$ cat config.mk
export PLATFORM = sky130hd
export DESIGN_NAME = lfsr_rng
export DESIGN_NICKNAME = d
export VERILOG_FILES = /design/src/rtl/lfsr_pkg.sv /design/src/rtl/lfsr_core.sv /design/src/rtl/lfsr_rng.sv
export SDC_FILE = /design/constraint.sdc
export NUM_CORES = 1
export LEC_CHECK = 0
export BUFFER_PORTS_ARGS = -buffer_cell sky130_fd_sc_hd__clkbuf_2
export CAP_MARGIN = 15
export CORE_MARGIN = 5
export CORE_UTILIZATION = 56
export CTS_CLUSTER_SIZE = 8
export DETAILED_ROUTE_END_ITERATION = 6
export PLACE_DENSITY = 0.83
export SYNTH_ARGS = -nofsm -noshare
export SYNTH_HDL_FRONTEND = slang
export SYNTH_SLANG_ARGS = --single-unit
export TNS_END_PERCENT = 30
$ cat constraint.sdc
create_clock -name clock -period 3.66 [get_ports clock]
set_clock_uncertainty 0.05 [all_clocks]
set_input_delay 0.732 -clock clock [delete_from_list [all_inputs] [get_ports clock]]
set_output_delay 0.732 -clock clock [all_outputs]
set_load 0.01 [all_outputs]
$ cat src/rtl/lfsr_pkg.sv
// Shared constants and helpers for the parametrised Fibonacci LFSR generator.
// Tap masks use bit i to mean "state[i] feeds the XOR".
package lfsr_pkg;

  localparam int MIN_WIDTH = 4;
  localparam int MAX_WIDTH = 32;

  localparam logic [31:0] DEFAULT_SEED = 32'h0000_0245;

  // Maximal-length masks for a left-shifting Fibonacci LFSR, feedback into bit 0.
  function automatic logic [31:0] default_taps(input int width);
    logic [31:0] taps;
    case (width)
      4:       taps = 32'h0000_000C;
      5:       taps = 32'h0000_0014;
      6:       taps = 32'h0000_0030;
      7:       taps = 32'h0000_0060;
      8:       taps = 32'h0000_00B8;
      9:       taps = 32'h0000_0110;
      10:      taps = 32'h0000_0240;
      11:      taps = 32'h0000_0500;
      12:      taps = 32'h0000_0829;
      13:      taps = 32'h0000_100D;
      14:      taps = 32'h0000_2015;
      15:      taps = 32'h0000_6000;
      16:      taps = 32'h0000_D008;
      17:      taps = 32'h0001_2000;
      18:      taps = 32'h0002_0400;
      19:      taps = 32'h0004_0023;
      20:      taps = 32'h0009_0000;
      21:      taps = 32'h0014_0000;
      22:      taps = 32'h0030_0000;
      23:      taps = 32'h0042_0000;
      24:      taps = 32'h00E1_0000;
      25:      taps = 32'h0120_0000;
      26:      taps = 32'h0200_0023;
      27:      taps = 32'h0400_0013;
      28:      taps = 32'h0900_0000;
      29:      taps = 32'h1400_0000;
      30:      taps = 32'h2000_0029;
      31:      taps = 32'h4800_0000;
      32:      taps = 32'h8020_0003;
      default: taps = 32'h0000_100D;
    endcase
    return taps;
  endfunction

  function automatic logic [31:0] lfsr_next(input logic [31:0] state,
                                            input logic [31:0] taps,
                                            input int          width);
    logic [31:0] mask;
    logic        fb;
    mask = (width >= 32) ? 32'hFFFF_FFFF : ((32'd1 << width) - 32'd1);
    fb   = ^(state & taps & mask);
    return ((state << 1) | {31'd0, fb}) & mask;
  endfunction

endpackage

$ cat src/rtl/lfsr_core.sv
// LFSR state register with zero-seed substitution and next-state logic.
// Reload has priority over advancing; the state can never become all-zero.
module lfsr_core
  import lfsr_pkg::*;
#(
  parameter int               WIDTH = 13,
  parameter logic [WIDTH-1:0] TAPS  = WIDTH'(default_taps(WIDTH)),
  parameter logic [WIDTH-1:0] SEED  = WIDTH'(DEFAULT_SEED)
) (
  input  logic             clock,
  input  logic             reset,
  input  logic             advance,
  input  logic             load,
  input  logic [WIDTH-1:0] seed_in,
  output logic [WIDTH-1:0] state_next
);

  logic [WIDTH-1:0] state_q;
  logic [WIDTH-1:0] state_d;
  logic [WIDTH-1:0] load_value;

  assign state_next = WIDTH'(lfsr_next(32'(state_q), 32'(TAPS), WIDTH));
  assign load_value = (seed_in == '0) ? SEED : seed_in;

  always_comb begin
    state_d = state_q;
    if (load) begin
      state_d = load_value;
    end else if (advance) begin
      state_d = state_next;
    end
  end

  always_ff @(posedge clock) begin
    if (!reset) begin
      state_q <= SEED;
    end else begin
      state_q <= state_d;
    end
  end

endmodule

$ cat src/rtl/lfsr_rng.sv
// Random-word generator: collects WIDTH shifts per word and offers each word
// through a valid/ready register, flagging words dropped while one is pending.
module lfsr_rng
  import lfsr_pkg::*;
#(
  parameter int               WIDTH = 13,
  parameter logic [WIDTH-1:0] TAPS  = WIDTH'(default_taps(WIDTH)),
  parameter logic [WIDTH-1:0] SEED  = WIDTH'(DEFAULT_SEED)
) (
  input  logic             clock,
  input  logic             reset,
  input  logic             enable,
  input  logic             seed_load,
  input  logic [WIDTH-1:0] seed_in,
  input  logic             rnd_ready,
  output logic [WIDTH-1:0] rnd,
  output logic             rnd_valid,
  output logic             overrun
);

  localparam int               CNT_W = $clog2(WIDTH);
  localparam logic [CNT_W-1:0] LAST  = CNT_W'(WIDTH - 1);

  logic [WIDTH-1:0] word;
  logic [CNT_W-1:0] count_q, count_d;
  logic [WIDTH-1:0] rnd_q, rnd_d;
  logic             rnd_valid_q, rnd_valid_d;
  logic             overrun_q, overrun_d;
  logic             advance;
  logic             complete;
  logic             consume;

  lfsr_core #(
    .WIDTH (WIDTH),
    .TAPS  (TAPS),
    .SEED  (SEED)
  ) u_core (
    .clock      (clock),
    .reset      (reset),
    .advance    (advance),
    .load       (seed_load),
    .seed_in    (seed_in),
    .state_next (word)
  );

  assign advance  = enable & ~seed_load;
  assign complete = advance & (count_q == LAST);
  assign consume  = rnd_valid_q & rnd_ready;

  // A completing word may replace the pending one only if it is consumed now.
  always_comb begin
    count_d     = count_q;
    rnd_d       = rnd_q;
    rnd_valid_d = rnd_valid_q;
    overrun_d   = overrun_q;
    if (seed_load) begin
      count_d = '0;
    end else if (enable) begin
      count_d = complete ? '0 : count_q + CNT_W'(1);
    end
    if (complete) begin
      if (!rnd_valid_q || consume) begin
        rnd_d       = word;
        rnd_valid_d = 1'b1;
      end else begin
        overrun_d = 1'b1;
      end
    end else if (consume) begin
      rnd_valid_d = 1'b0;
    end
  end

  always_ff @(posedge clock) begin
    if (!reset) begin
      count_q     <= '0;
      rnd_q       <= '0;
      rnd_valid_q <= 1'b0;
      overrun_q   <= 1'b0;
    end else begin
      count_q     <= count_d;
      rnd_q       <= rnd_d;
      rnd_valid_q <= rnd_valid_d;
      overrun_q   <= overrun_d;
    end
  end

  assign rnd       = rnd_q;
  assign rnd_valid = rnd_valid_q;
  assign overrun   = overrun_q;

endmodule
* After elaboration in Yosys (flattened, before gate mapping)
Index checks and enable logic that the tools add are counted.
Widths: inputs -> output; s select.
** Storage, ports and cells
- Flip-flop bits (word level) :: 32
** Cells by class
- Bitwise logic cells :: 7
- Reduce and logical (&&, ||, !) cells :: 10
- Add/sub/neg operators :: 1
- Muxes and demuxes :: 7
- Equality and inequality tests :: 2
** Operator list (number)
- $mux 13 :: 3
- $reduce_xor 32->1 :: 1
- $logic_not 13->1 :: 1
- $or 13x1->13 :: 1
- $reduce_and 2->1 :: 3
- $add 4x1->4 const B :: 1
- $eq 4x4->1 const B :: 1
- $mux 4 :: 1
- $reduce_bool 2->1 :: 2
- $and 1x1->1 :: 3
- $mux 1 :: 3
- $not 1->1 :: 3
- $ne 2x1->1 const B :: 1
- $reduce_or 2->1 :: 1
- $logic_not 1->1 :: 1
- $logic_or 1x1->1 :: 1

* Logic depth before layout (Yosys ltp)
- Word-level depth :: 5
- Mapped depth :: 6
- Mapped depth without buffers :: 5

* By module
From an unflattened synthesis, not the netlist that was laid out.
** Second synthesis, totals
- Cell total of the unflattened synthesis :: 170
- Area total of the unflattened synthesis :: 1557.7 sq um
** Modules (own cells, without submodules)
- lfsr_rng :: times used 1, cells an instance 88, area each 810.8 sq um
- lfsr_core :: times used 1, cells an instance 82, area each 747.0 sq um

* Worst setup path before layout
OpenSTA, ideal clock, no wires.
- Path kind :: input port to flip-flop
- Start point :: input port enable
- End point :: register rnd_q[10], in the netlist rnd[10]
- Path slack :: 1.893 ns
- Path buffers :: 2
- Stages on the path :: 6
- Arrival time :: 1.590 ns
- Cell sequence :: buf_4 -> and4b_4 -> nand3_4 -> buf_6 -> mux2i_1 -> nor2_1
** Between the ends
- Word-level cells in the longest chain between the ends :: 3
** RTL lines
- from (decl) :: RTL line lfsr_rng.sv:12 : input logic enable,
- $and 1x1->1 :: RTL line lfsr_rng.sv:46 : assign advance = enable & ~seed_load;
- $and 1x1->1 :: RTL line lfsr_rng.sv:47 : assign complete = advance & (count_q == LAST);
- $reduce_and 2->1 (no source line)
- to (signal assigned) :: RTL line lfsr_rng.sv:81 : rnd_q <= rnd_d;
- to (decl) :: RTL line lfsr_rng.sv:26 : logic [WIDTH-1:0] rnd_q, rnd_d;
No other way between the ends.
A chain may end at the register's enable or synchronous reset.

* Final worst setup path
- Start point :: input port enable
- End point :: register rnd_q[9], in the netlist rnd[9]
Same word-level chain as after synthesis.

==> Implementation_results.wiki <==
{| class="wikitable"
! Metric !! Value
|-
| Result of the run || completed
|-
| Path depth of the worst reg2reg path || 5
|-
| Final critical path time including I/O delays and setup || 1.87 ns
|-
| WL final || 2840 µm
|-
| Pwr Total || 0.644 mW
|-
| R2r endpoint || rnd[9]$_SDFFE_PN0P_
|-
| Cell Count Post-Placement || 202
|-
| Origin of the critical flop-to-flop path || count_q[0]$_SDFFE_PP0P_
|-
| Worst-path clk slew || 0.09 ns
|-
| Total overflow reported by the global router || 0
|-
| Static Leakage || 0.805 nW
|-
| Vias || 1129
|-
| CTS Sinks || 32
|-
| Number of vias per cell || 5.38
|-
| Number of CTS-inserted buffers || 5
|-
| Core area || 0.00243 mm²
|-
| Effective utilization at floorplan || 0.574
|-
| Final setup margin || 1.79 ns
|-
| Hold Crit Class || flop to flop
|-
| Synthesized instance count || 147
|-
| Aggregate negative setup slack || 0 ns
|-
| Wire per inst || 13.5 µm
|-
| Register bit total from synthesis || 32
|-
| Floorplan row count || 18
|-
| Signed area change from the synthesized netlist to the final layout || 15.6%
|-
| Hold Crit Depth || 2
|-
| Wire length of the first global-routing pass || 4770 µm
|-
| Fmax || 536 MHz
|-
| Maximum number of pins on one net before global-route repair || 26
|-
| Clock insertion delay at the later pin of the skew report || 0.33 ns
|-
| Initial antenna violation count || 0
|-
| Top cells by area in the synthesized netlist || dfxtp_1, mux2i_1, nor2_1, a21oi_1, mux2_2
|-
| Final critical-path share of the clock period || 0.510
|-
| Flop2flop setup slack || 2.24 ns
|-
| Mean Syn Cell Area || 9.50 µm²
|-
| Largest buffer count on any clock path || 2
|-
| Highest fanout seen on the critical path || 19
|-
| Max capacitance violation total || 0
|-
| Antenna diodes || 0
|-
| Number of hold violations in the final report || 0
|-
| Die outline width || 59.9 µm
|-
| Required time worst endpoint || 3.82 ns
|-
| DRT Pass-1 Iters || 4
|-
| Number of enable flip-flop cells after synthesis || 0
|-
| Post-synth net total || 167
|-
| Share of flip-flops with an asynchronous set or reset || 0
|-
| Most instantiated flip-flop cell in the synthesis netlist || dfxtp_1
|-
| Endpoint kind of the worst setup timing path || flop
|-
| Netlist Area Pre-Place || 0.00140 mm²
|-
| Number of distinct library cells after synthesis || 29
|-
| Die height || 59.9 µm
|-
| Clock tree from TritonCTS || done
|-
| DRC marker count from the first detailed-route iteration || 32
|-
| Number of synthesis warnings || 0
|-
| Final non-filler cell total || 210
|-
| Port Buffers || 32
|-
| CP Launch Type || input pin
|-
| Peak ir drop on the vdd network || 292 µV
|-
| Finish-stage setup viols || 0
|-
| Via count of the first global-routing pass || 1095
|-
| Clock tree root driver cell || clkbuf_4
|-
| Data arrival time of the critical path || 2.03 ns
|-
| Endpoint of the worst hold path || rnd[6]$_SDFFE_PN0P_
|-
| Worst Hold Slack || 0.458 ns
|-
| Minimum setup slack after placement || 1.45 ns
|-
| Critical path start-end classification || input pin to flop
|-
| Power Dens Cells || 399 mW/mm²
|-
| Fill cell instance count of the final layout || 225
|-
| Post-synthesis cell type with the largest combined area || dfxtp_1
|-
| Slew at the pin closest to its max-slew limit || 0.481 ns
|-
| Min-delay src || rnd[6]$_SDFFE_PN0P_
|-
| Die area || 0.00359 mm²
|-
| Number of nets in the layout || 199
|-
| Headroom to the max-slew limit || 0.679
|-
| DP Wirelength || 2080 µm
|-
| Area fraction of the dominant cell type after synthesis || 0.459
|-
| Global placer's final weighted congestion || 0.811
|-
| Overall fraction of global-route tracks in use || 0.181
|-
| Setup fix buffers added after clock tree synthesis || 0
|-
| DRC violation count after routing || 0
|-
| Pins Over Slew Limit || 0
|-
| CTS H-Tree Depth || 2
|-
| Proportion of layout cells with a drive suffix above 1 || 0.267
|-
| Hold-fix buffer count after cts || 0
|-
| # resized after CTS || 0
|-
| Setup repair after global routing missed its margin || no
|-
| Share of the yosys chip area belonging to registers || 0.459
|-
| Final ANT Viol Nets || 0
|-
| I/O Pins || 33
|}
[how the worst max path moves through the flow]
stage,from,endpoint,slack (ns)
floorplan,enable,rnd[10]$_SDFFE_PN0P_,1.89
global placement,enable,rnd[9]$_SDFFE_PN0P_,1.53
finish,enable,rnd[9]$_SDFFE_PN0P_,1.79
CTS,enable,rnd[9]$_SDFFE_PN0P_,1.81
detailed placement,enable,rnd[9]$_SDFFE_PN0P_,1.45
global route,enable,rnd[9]$_SDFFE_PN0P_,1.73
[flip-flops by register name, indices dropped and copies added, names as in the netlist]
name / flops
count_q: 4
overrun: 1
rnd: 13
rnd_valid: 1
u_core.state_q: 13
[cells by family (layout without fill, tap and decap cells)]
| family | after synthesis | in the layout | synth area share |
|---|---|---|---|
| adders and majority gates | 2 | 2 | 0.0179 |
| AOI/OAI and AO/OA | 17 | 17 | 0.0717 |
| buffers and inverters | 11 | 44 | 0.0385 |
| xor gates and xnor gates | 5 | 5 | 0.0421 |
| and+or+nand+nor | 54 | 54 | 0.181 |
| muxes | 26 | 26 | 0.190 |
| DFF | 32 | 32 | 0.459 |
[Yosys cell counts (2+ instances only)]
cell type,count
a21oi_1,11
clkbuf_1,4
dfxtp_1,32
ha_1,2
inv_1,3
mux2_2,4
mux2i_1,22
nand2_1,8
nand2b_1,2
nor2_1,32
nor3_1,4
nor4_1,2
o22ai_1,3
xnor2_1,2
xor2_1,2
[metal layers]
layer,global-route usage,share of wire,vias to the layer above
li1,-,-,569
met5,0,0,-
met1,0.216,0.46,518
met3,0.0907,0.063,6
met4,0.0791,0.019,0
met2,0.273,0.46,36
[worst max-delay path, stage by stage]
cell	delay [ns]
clkbuf_2	0.39
and4b_4	0.34
nand3_4	0.23
mux2i_1	0.28
nor2_1	0.06
[metrics by stage]
stage,instance area (µm²),util
2_1_floorplan,1400,-
3_3_place_gp,1560,0.639
3_5_place_dp,1560,0.639
4_1_cts,1610,0.664
5_1_grt,1610,0.664
6_report,1610,0.664
[cell usage in the layout (no fill, tap or decap), types with 2 or more instances in the layout]
master	Yosys	final
a21oi_1	11	11
nand2b_1	2	2
clkbuf_2	0	32
nor2_1	32	32
xnor2_1	2	2
dfxtp_1	32	32
clkbuf_4	0	5
mux2_2	4	4
clkbuf_1	4	2
ha_1	2	2
mux2i_1	22	22
nor4_1	2	2
nand2_1	8	8
o22ai_1	3	3
nor3_1	4	4
inv_1	3	3
xor2_1	2	2
[power by group]
| part | leakage, nW | switching [mW] | internal, mW | total, mW |
|---|---|---|---|---|
| sequential | 0.261 | 0.0101 | 0.359 | 0.369 |
| combinational | 0.512 | 0.0356 | 0.0345 | 0.0701 |
| clock | 0.0326 | 0.111 | 0.0947 | 0.205 |
| total | 0.805 | 0.156 | 0.488 | 0.644 |
[area by class of cell]
cell class	instances	area [µm²]	area share
flip-flops and latches	32	641	0.397
inverters	4	15.0	0.00930
well taps	30	37.5	0.0233
clock buffers	8	58.8	0.0364
multi-input cells	104	702	0.435
repair buffers	32	160	0.0992
No activity file was read; power rests on OpenSTA's default activity.
